--- src/rtl/rr_mux_arbiter.sv ---
// Four-requester round-robin arbiter driving a shared 4:1 mux into one
// registered output word with a valid/ready handshake and optional burst lock.
module rr_mux_arbiter #(
  parameter int WIDTH     = 2,
  parameter int MAX_BURST = 4
) (
  input  logic             clk,
  input  logic             rst,
  input  logic [3:0]       req,
  input  logic [3:0]       lock,
  input  logic [WIDTH-1:0] a,
  input  logic [WIDTH-1:0] b,
  input  logic [WIDTH-1:0] c,
  input  logic [WIDTH-1:0] d,
  output logic [3:0]       ack,
  output logic [1:0]       s,
  output logic [WIDTH-1:0] y,
  output logic             y_valid,
  input  logic             y_ready
);

  localparam logic [0:0] IDLE      = 1'b0;
  localparam logic [0:0] FULL      = 1'b1;
  localparam logic [3:0] BURST_LIM = 4'(MAX_BURST - 1);

  logic [0:0]       state;
  logic [1:0]       last;
  logic [3:0]       burst_cnt;
  logic             lock_hit_p0;
  logic             cap_p0;
  logic [1:0]       winner_p0;
  logic [WIDTH-1:0] word_p0;

  // Saturating so a long single-requester run can never wrap back into the lock window.
  function automatic logic [3:0] sat_inc(input logic [3:0] v);
    return (v == 4'hF) ? v : v + 4'd1;
  endfunction

  // First asserted request strictly after l, wrapping; l itself is checked last.
  function automatic logic [1:0] rr_pick(input logic [3:0] r, input logic [1:0] l);
    logic [1:0] idx;
    logic [1:0] pick;
    logic       found;
    pick  = l;
    found = 1'b0;
    for (int k = 1; k <= 4; k++) begin
      idx = l + 2'(k);
      if (!found && r[idx]) begin
        pick  = idx;
        found = 1'b1;
      end
    end
    return pick;
  endfunction

  assign y_valid = (state == FULL);

  // Stage p0: combinational winner selection and mux in the capture cycle
  assign lock_hit_p0 = lock[last] & req[last] & (burst_cnt < BURST_LIM);
  assign winner_p0   = lock_hit_p0 ? last : rr_pick(req, last);
  assign cap_p0      = (|req) & ((state == IDLE) | y_ready);

  always_comb begin
    word_p0 = a;
    case (winner_p0)
      2'd0:    word_p0 = a;
      2'd1:    word_p0 = b;
      2'd2:    word_p0 = c;
      default: word_p0 = d;
    endcase
  end

  // Stage p1: registered output word, handshake state and grant history
  always_ff @(posedge clk) begin
    if (rst) begin
      state     <= IDLE;
      last      <= 2'd3;
      burst_cnt <= 4'd0;
      ack       <= 4'd0;
      y         <= '0;
      s         <= 2'd0;
    end else begin
      ack <= cap_p0 ? (4'b0001 << winner_p0) : 4'd0;
      if (cap_p0) begin
        y         <= word_p0;
        s         <= winner_p0;
        last      <= winner_p0;
        state     <= FULL;
        burst_cnt <= ((winner_p0 == last) && lock[winner_p0]) ? sat_inc(burst_cnt) : 4'd0;
      end else if ((state == FULL) && y_ready) begin
        state <= IDLE;
      end
    end
  end

endmodule
--- config.mk ---
export PLATFORM = sky130hd
export DESIGN_NAME = rr_mux_arbiter
export DESIGN_NICKNAME = d
export VERILOG_FILES = /design/src/rtl/rr_mux_arbiter.sv
export SDC_FILE = /design/constraint.sdc
export NUM_CORES = 1
export LEC_CHECK = 0
export CORE_MARGIN = 1
export CORE_UTILIZATION = 30
export DETAILED_ROUTE_END_ITERATION = 16
export PLACE_DENSITY = 0.61
export SETUP_SLACK_MARGIN = 0.5
export SYNTH_ARGS = -nofsm -noshare
export SYNTH_HDL_FRONTEND = slang
export SYNTH_SLANG_ARGS = --single-unit
--- constraint.sdc ---
create_clock -name clk -period 2.7 [get_ports clk]
set_input_delay 0.54 -clock clk [delete_from_list [all_inputs] [get_ports clk]]
set_output_delay 0.54 -clock clk [all_outputs]
set_load 0.01 [all_outputs]
# After elaboration in Yosys (flattened, before gate mapping)
# Cells that the tools add are included.
[op_classes] addsub=4 order_cmp=6 eq_ne=5 shifts=1 muxes=25 n_bitwise=6 reduce_logical=13
[ops] cell="$lt 2x3->1 const B" n=5
[ops] cell="$bmux 1 s2" n=6
[ops] cell="$mux 1" n=11
[ops] cell="$mux 2" n=5
[ops] cell="$mux 4" n=2
[ops] cell="$pmux 2 s3" n=1
[ops] cell="$logic_and 1x1->1" n=5
[ops] cell="$add 2x2->2 const B" n=2
[ops] cell="$add 4x1->4 const B" n=1
[ops] cell="$eq 4x4->1 const B" n=1
[ops] cell="$lt 4x2->1 const B" n=1
[ops] cell="$reduce_or 4->1" n=1
[ops] cell="$shl 1x2->4 const A" n=1
[ops] cell="$and 1x1->1" n=3
[ops] cell="$logic_not 1->1" n=3
[ops] cell="$add 2x1->2 const B" n=1
[ops] cell="$eq 2x1->1 const B" n=1
[ops] cell="$eq 2x2->1" n=1
[ops] cell="$eq 2x2->1 const B" n=1
[ops] cell="$logic_not 2->1" n=1
[ops] cell="$ne 2x2->1 const B" n=1
[ops] cell="$not 1->1" n=2
[ops] cell="$reduce_and 2->1" n=1
[ops] cell="$reduce_bool 2->1" n=1
[ops] cell="other kinds (2)" n=2
[word_totals] ff_bits=15 inputBits=19 elab_cells=66

# Depth between registers and ports, before layout
[logic_depth] ltp_word=19 ltp_mapped=9

# Worst setup path after synthesis
# OpenSTA, ideal clock, no wires.
[synth_timing] kind="in2reg" from="in req[1]" to="reg burst_cnt[3]" setup_ns=0.131 arrival_ns=2.476 t_required_ns=2.569 path_slack_ns=0.093 path_stages=9 n_path_buf=1 cell_sequence="clkbuf_1 nor3_1 or2_0 nor3_2 mux2_2 a2111oi_4 a31oi_4 a31oi_1 nor3_1"
[synth_between] elab_chain_cells=18 word_cells_on_any_way=33
[synth_lines] item="start, declared" line="9" text="input logic [3:0] req,"
[synth_lines] item="$bmux 1 s2" line="48" text="if (!found && r[idx]) begin"
[synth_lines] item="$mux 1 (not written as such)" line="48"
[synth_lines] item="$mux 1" line="48"
[synth_lines] item="$logic_not 1->1" line="48"
[synth_lines] item="$logic_and 1x1->1" line="48"
[synth_lines] item="$mux 1" line="48"
[synth_lines] item="$logic_not 1->1" line="48"
[synth_lines] item="$logic_and 1x1->1" line="48"
[synth_lines] item="[... 2 more ...]"
[synth_lines] item="$logic_and 1x1->1" line="48"
[synth_lines] item="$mux 2" line="48"
[synth_lines] item="$mux 2" line="60" text="assign winner_p0 = lock_hit_p0 ? last : rr_pick(req, last);"
[synth_lines] item="$bmux 1 s2" line="89" text="burst_cnt <= ((winner_p0 == last) && lock[winner_p0]) ? sat_inc(burst_cnt) : 4'd0;"
[synth_lines] item="$mux 1 (not written as such)" line="89"
[synth_lines] item="$logic_and 1x1->1" line="89"
[synth_lines] item="$ne 2x2->1 (no line)"
[synth_lines] item="$reduce_and 2->1 (no line)"
[synth_lines] item="end signal, assigned" line="89"
[synth_lines] item="end, declared" line="28" text="logic [3:0] burst_cnt;"
# Several ways; a longest one is shown, not always the timed one. The select of a mux whose other input is x is not followed.
# A chain may end at the register's enable or synchronous reset.

# Final worst setup path
[layout_timing] from="reg last[0]" to="reg burst_cnt[0]"
[layout_between] elab_chain_cells=19 word_cells_on_any_way=36
[layout_lines] item="start, declared" line="27" text="logic [1:0] last;"
[layout_lines] item="start signal, assigned" line="87" text="last <= winner_p0;"
[layout_lines] item="$add 2x1->2" line="47" text="idx = l + 2'(k);"
[layout_lines] item="$bmux 1 s2" line="48"
[layout_lines] item="$mux 1 (not written as such)" line="48"
[layout_lines] item="$mux 1" line="48"
[layout_lines] item="$logic_not 1->1" line="48"
[layout_lines] item="$logic_and 1x1->1" line="48"
[layout_lines] item="$mux 1" line="48"
[layout_lines] item="$logic_not 1->1" line="48"
[layout_lines] item="[... 3 more ...]"
[layout_lines] item="$logic_and 1x1->1" line="48"
[layout_lines] item="$mux 2" line="48"
[layout_lines] item="$mux 2" line="60"
[layout_lines] item="$bmux 1 s2" line="89"
[layout_lines] item="$mux 1 (not written as such)" line="89"
[layout_lines] item="$logic_and 1x1->1 (*)" line="89"
[layout_lines] item="$ne 2x2->1 (no line)"
[layout_lines] item="$reduce_and 2->1 (no line)"
# Every way passes the cells marked *; elsewhere a longest branch is shown, timed or not. The select of a mux whose other input is x is not followed.

==> metrics.txt <==
Syn Nets around 170; post-layout util around 50%; GR Util All Layers between 15 and 20%; status finished clean; Clk Latency, worst-skew pair 0.25 ns; Setup WS pre-CTS -0.410 ns; number of antenna diodes 0; Syn. warnings 0; Tmin final 2.43 ns; Hold Crit Class flip-flop to flip-flop; first-pass GRT wire length 6570 microns; Slew headroom between 60% and 70%; TritonCTS Buffers 3; Slew Limit Fails 0; count of routing violations after the opening detailed-route iteration 50; via count approximately 1,400; Final Hold Vio Count 0; initial core utilization a little under a third; Seq cells post-synth 15; critical path class flip-flop to flip-flop; worst setup slack after layout between 0.2 and 0.3 ns; Net Switching 635 uW; GR Overflow Total 0; switching part of the total between 30% and 40%; number of flops mapped to enable cells by yosys 0; clock share of power 11.3%; Crit. End Element flip-flop; slowest CP cell a221o_2; CTS tree done; Worst Reg-to-Reg Cells 9; Root Driver clkbuf_8; worst path bufs/invs 1; initial antenna violation count 0; Antenna Violating Nets Remaining 0; family with the most delay on the worst path compound AO/OA/AOI/OAI gates; Clock Skew between 0.004 and 0.005 ns; Synth cell types 49; Hold Path Stages 2; number of port buffers 27; DRT Pass-1 Iters 6; register area share after synthesis approximately a quarter; IO Pins 28; RSZ-0062 raised after global routing yes; worst-path fanout max 5; Flop pwr share approximately 20%; final WL ~3800 microns; WP depth 9; final period utilization 89.9%; Critical Path Max Stage Delay ~0.42 ns; Syn Std Cell Area 1250 sq um; chip height between 60 and 70 microns; HP Start y[1]$_SDFFE_PP0P_; clock tree sinks 15; max_cap viols 0; FP Rows 23; Core Footprint between 4000 and 5000 sq um; CP Data Arrival Time approximately 2.6 ns; P_int around 970 uW; CP required 2.86 ns; ratio of cells with drive above 1 in the final layout about 40%; GP Congestion about 0.89; Peak VDD IR approximately 0.61 mV; nets roughly 230; Top cell by count, worst path a2111oi_4; DP Wirelength 2640 microns; vias in the first global route approximately 1,400; Pwr Density ~800 nW/um^2; Gate power share 68.2%; clock-pin slew of the registers on the worst-case setup and hold paths approximately 0.06 ns; Critical Path Start last[0]$_SDFFE_PP1P_; Tightest Pin Transition 0.508 ns; Die W 66.5 microns; Synth Instances 148; Vias/cell approximately 5.2; ys flop type dfxtp_1; H-tree lvl count 1; die footprint about 4400 sq um; pin count of the biggest net entering global routing 16; CP startpoint kind flip-flop; Wirelength per Cell between 10 and 15 microns; Post-synth ARST share 0%; # fillers between 300 and 400; Final setup viols 0; Max Freq 0.412 GHz; r2r startpoint last[0]$_SDFFE_PP1P_; CTS Buffer Depth 2; Leak roughly 0.8 nW; CTS Hold Bufs 0; Overall Power between 1.5 and 2 mW; Hold WS roughly 0.47 ns; Remaining DRCs 0; CP cell instances mux2_4, a221o_2, buf_4, a2111oi_4, a21bo_4, a2111oi_4, a31oi_4, nand3_1, a31oi_1; Mapped Avg Cell Area roughly 8.4 sq um; area grow syn2layout 60.3%
## tightest hold or removal path, delay by kind of cell, from the launching register on
family           cells  cell delay [ns]
AND/OR/NAND/NOR      1             0.05
AO/OA/AOI/OAI        1             0.05
flip-flops           1             0.31
## registers in the layout, indices dropped and copies added, names as in the netlist
| register | cells |
|---|---|
| ack | 4 |
| burst_cnt | 4 |
| last | 2 |
| s | 2 |
| y | 2 |
| y_valid | 1 |
## metrics by stage
step                TNS, ns  instances  instance area, sq um
global placement      -2.60        245                  1770
floorplan                 0        148                  1270
finish                    0        258                  2000
detailed placement    -2.52        245                  1770
global route              0        258                  2000
CTS                       0        254                  1930
## final timing paths
path                                to  slack (ns)
min                  y[1]$_SDFFE_PP0P_        0.47
max          burst_cnt[0]$_SDFFE_PP0P_        0.27
max reg2reg  burst_cnt[0]$_SDFFE_PP0P_        0.27
min reg2reg          y[1]$_SDFFE_PP0P_        0.47
## layout make-up
cell class	instances	area, sq um	share of cell area [%]
Sequential cell	15	310	15.5
Clock buffer	3	41.3	2.06
Multi-Input combinational cell	121	1000	50.1
Timing Repair Buffer	65	566	28.2
Clock inverter	1	5.00	0.250
Tap cell	50	62.6	3.13
Inverter	3	15.0	0.750
## timing repair
action / CTS / global route
setup buffers: 5 / 4
gates resized for setup: 42 / 15
setup endpoints to repair: 14 / 14
pin swaps: 14 / 8
## power groups by stage
stage | clock network, mW | logic [mW] | registers, mW
2_1_floorplan | 0 | 0.575 | 0.329
3_3_place_gp | 0 | 0.880 | 0.322
3_5_place_dp | 0 | 0.893 | 0.325
4_1_cts | 0.189 | 1.02 | 0.326
5_1_grt | 0.202 | 1.18 | 0.338
6_report | 0.182 | 1.10 | 0.330
## metal layers
metal  up-vias  GRT usage [%]  wire, microns
met5         -              0              0
li1        677              -              -
met2        38           34.1           1900
met1       630           24.4           1730
met4         0           5.85             55
met3         8           2.74            136
## layout by cell type (no fill, tap or decap), types with 4 or more instances in the layout
| master | Yosys | final |
|---|---|---|
| a21oi_1 | 11 | 9 |
| a31oi_1 | 4 | 4 |
| buf_2 | 3 | 6 |
| buf_4 | 1 | 30 |
| buf_6 | 0 | 6 |
| clkdlybuf4s50_1 | 0 | 19 |
| dfxtp_1 | 15 | 11 |
| nand2_1 | 15 | 15 |
| nand2b_1 | 5 | 5 |
| nand3_1 | 6 | 4 |
| nand4_1 | 4 | 4 |
| nor2_1 | 17 | 17 |
| nor3_1 | 5 | 4 |
## synthesized netlist by cell type, types with 2 or more instances
library cell	number	area share (%)
or2_2	2	1.0
clkbuf_1	5	1.5
dfxtp_1	15	24
nor2_1	17	5.1
a211oi_1	3	1.8
o22ai_1	2	1.0
mux4_2	3	5.4
nand2_1	15	4.5
buf_2	3	1.2
nor3_1	5	2.0
mux2i_1	2	1.6
a2111oi_4	3	6.6
a31oi_1	4	2.0
nand3b_1	3	1.8
nor2b_1	3	1.5
nand4_1	4	2.0
and3_1	3	1.5
nand3_1	6	2.4
a21oi_1	11	4.4
mux2_2	2	1.8
inv_1	3	0.90
nor3b_1	3	1.8
nand2b_1	5	2.5
## cells by family after synthesis
kind of cell / after synthesis / synth area share, %
AOI/OAI and AO/OA: 36 / 26.8
DFF: 15 / 24.0
and+or+nand+nor: 75 / 32.7
xor gates and xnor gates: 1 / 1.30
muxes: 8 / 10.0
buffers and inverters: 12 / 4.21
adders and majority gates: 1 / 1.00
No activity file was read; power rests on OpenSTA's default activity.
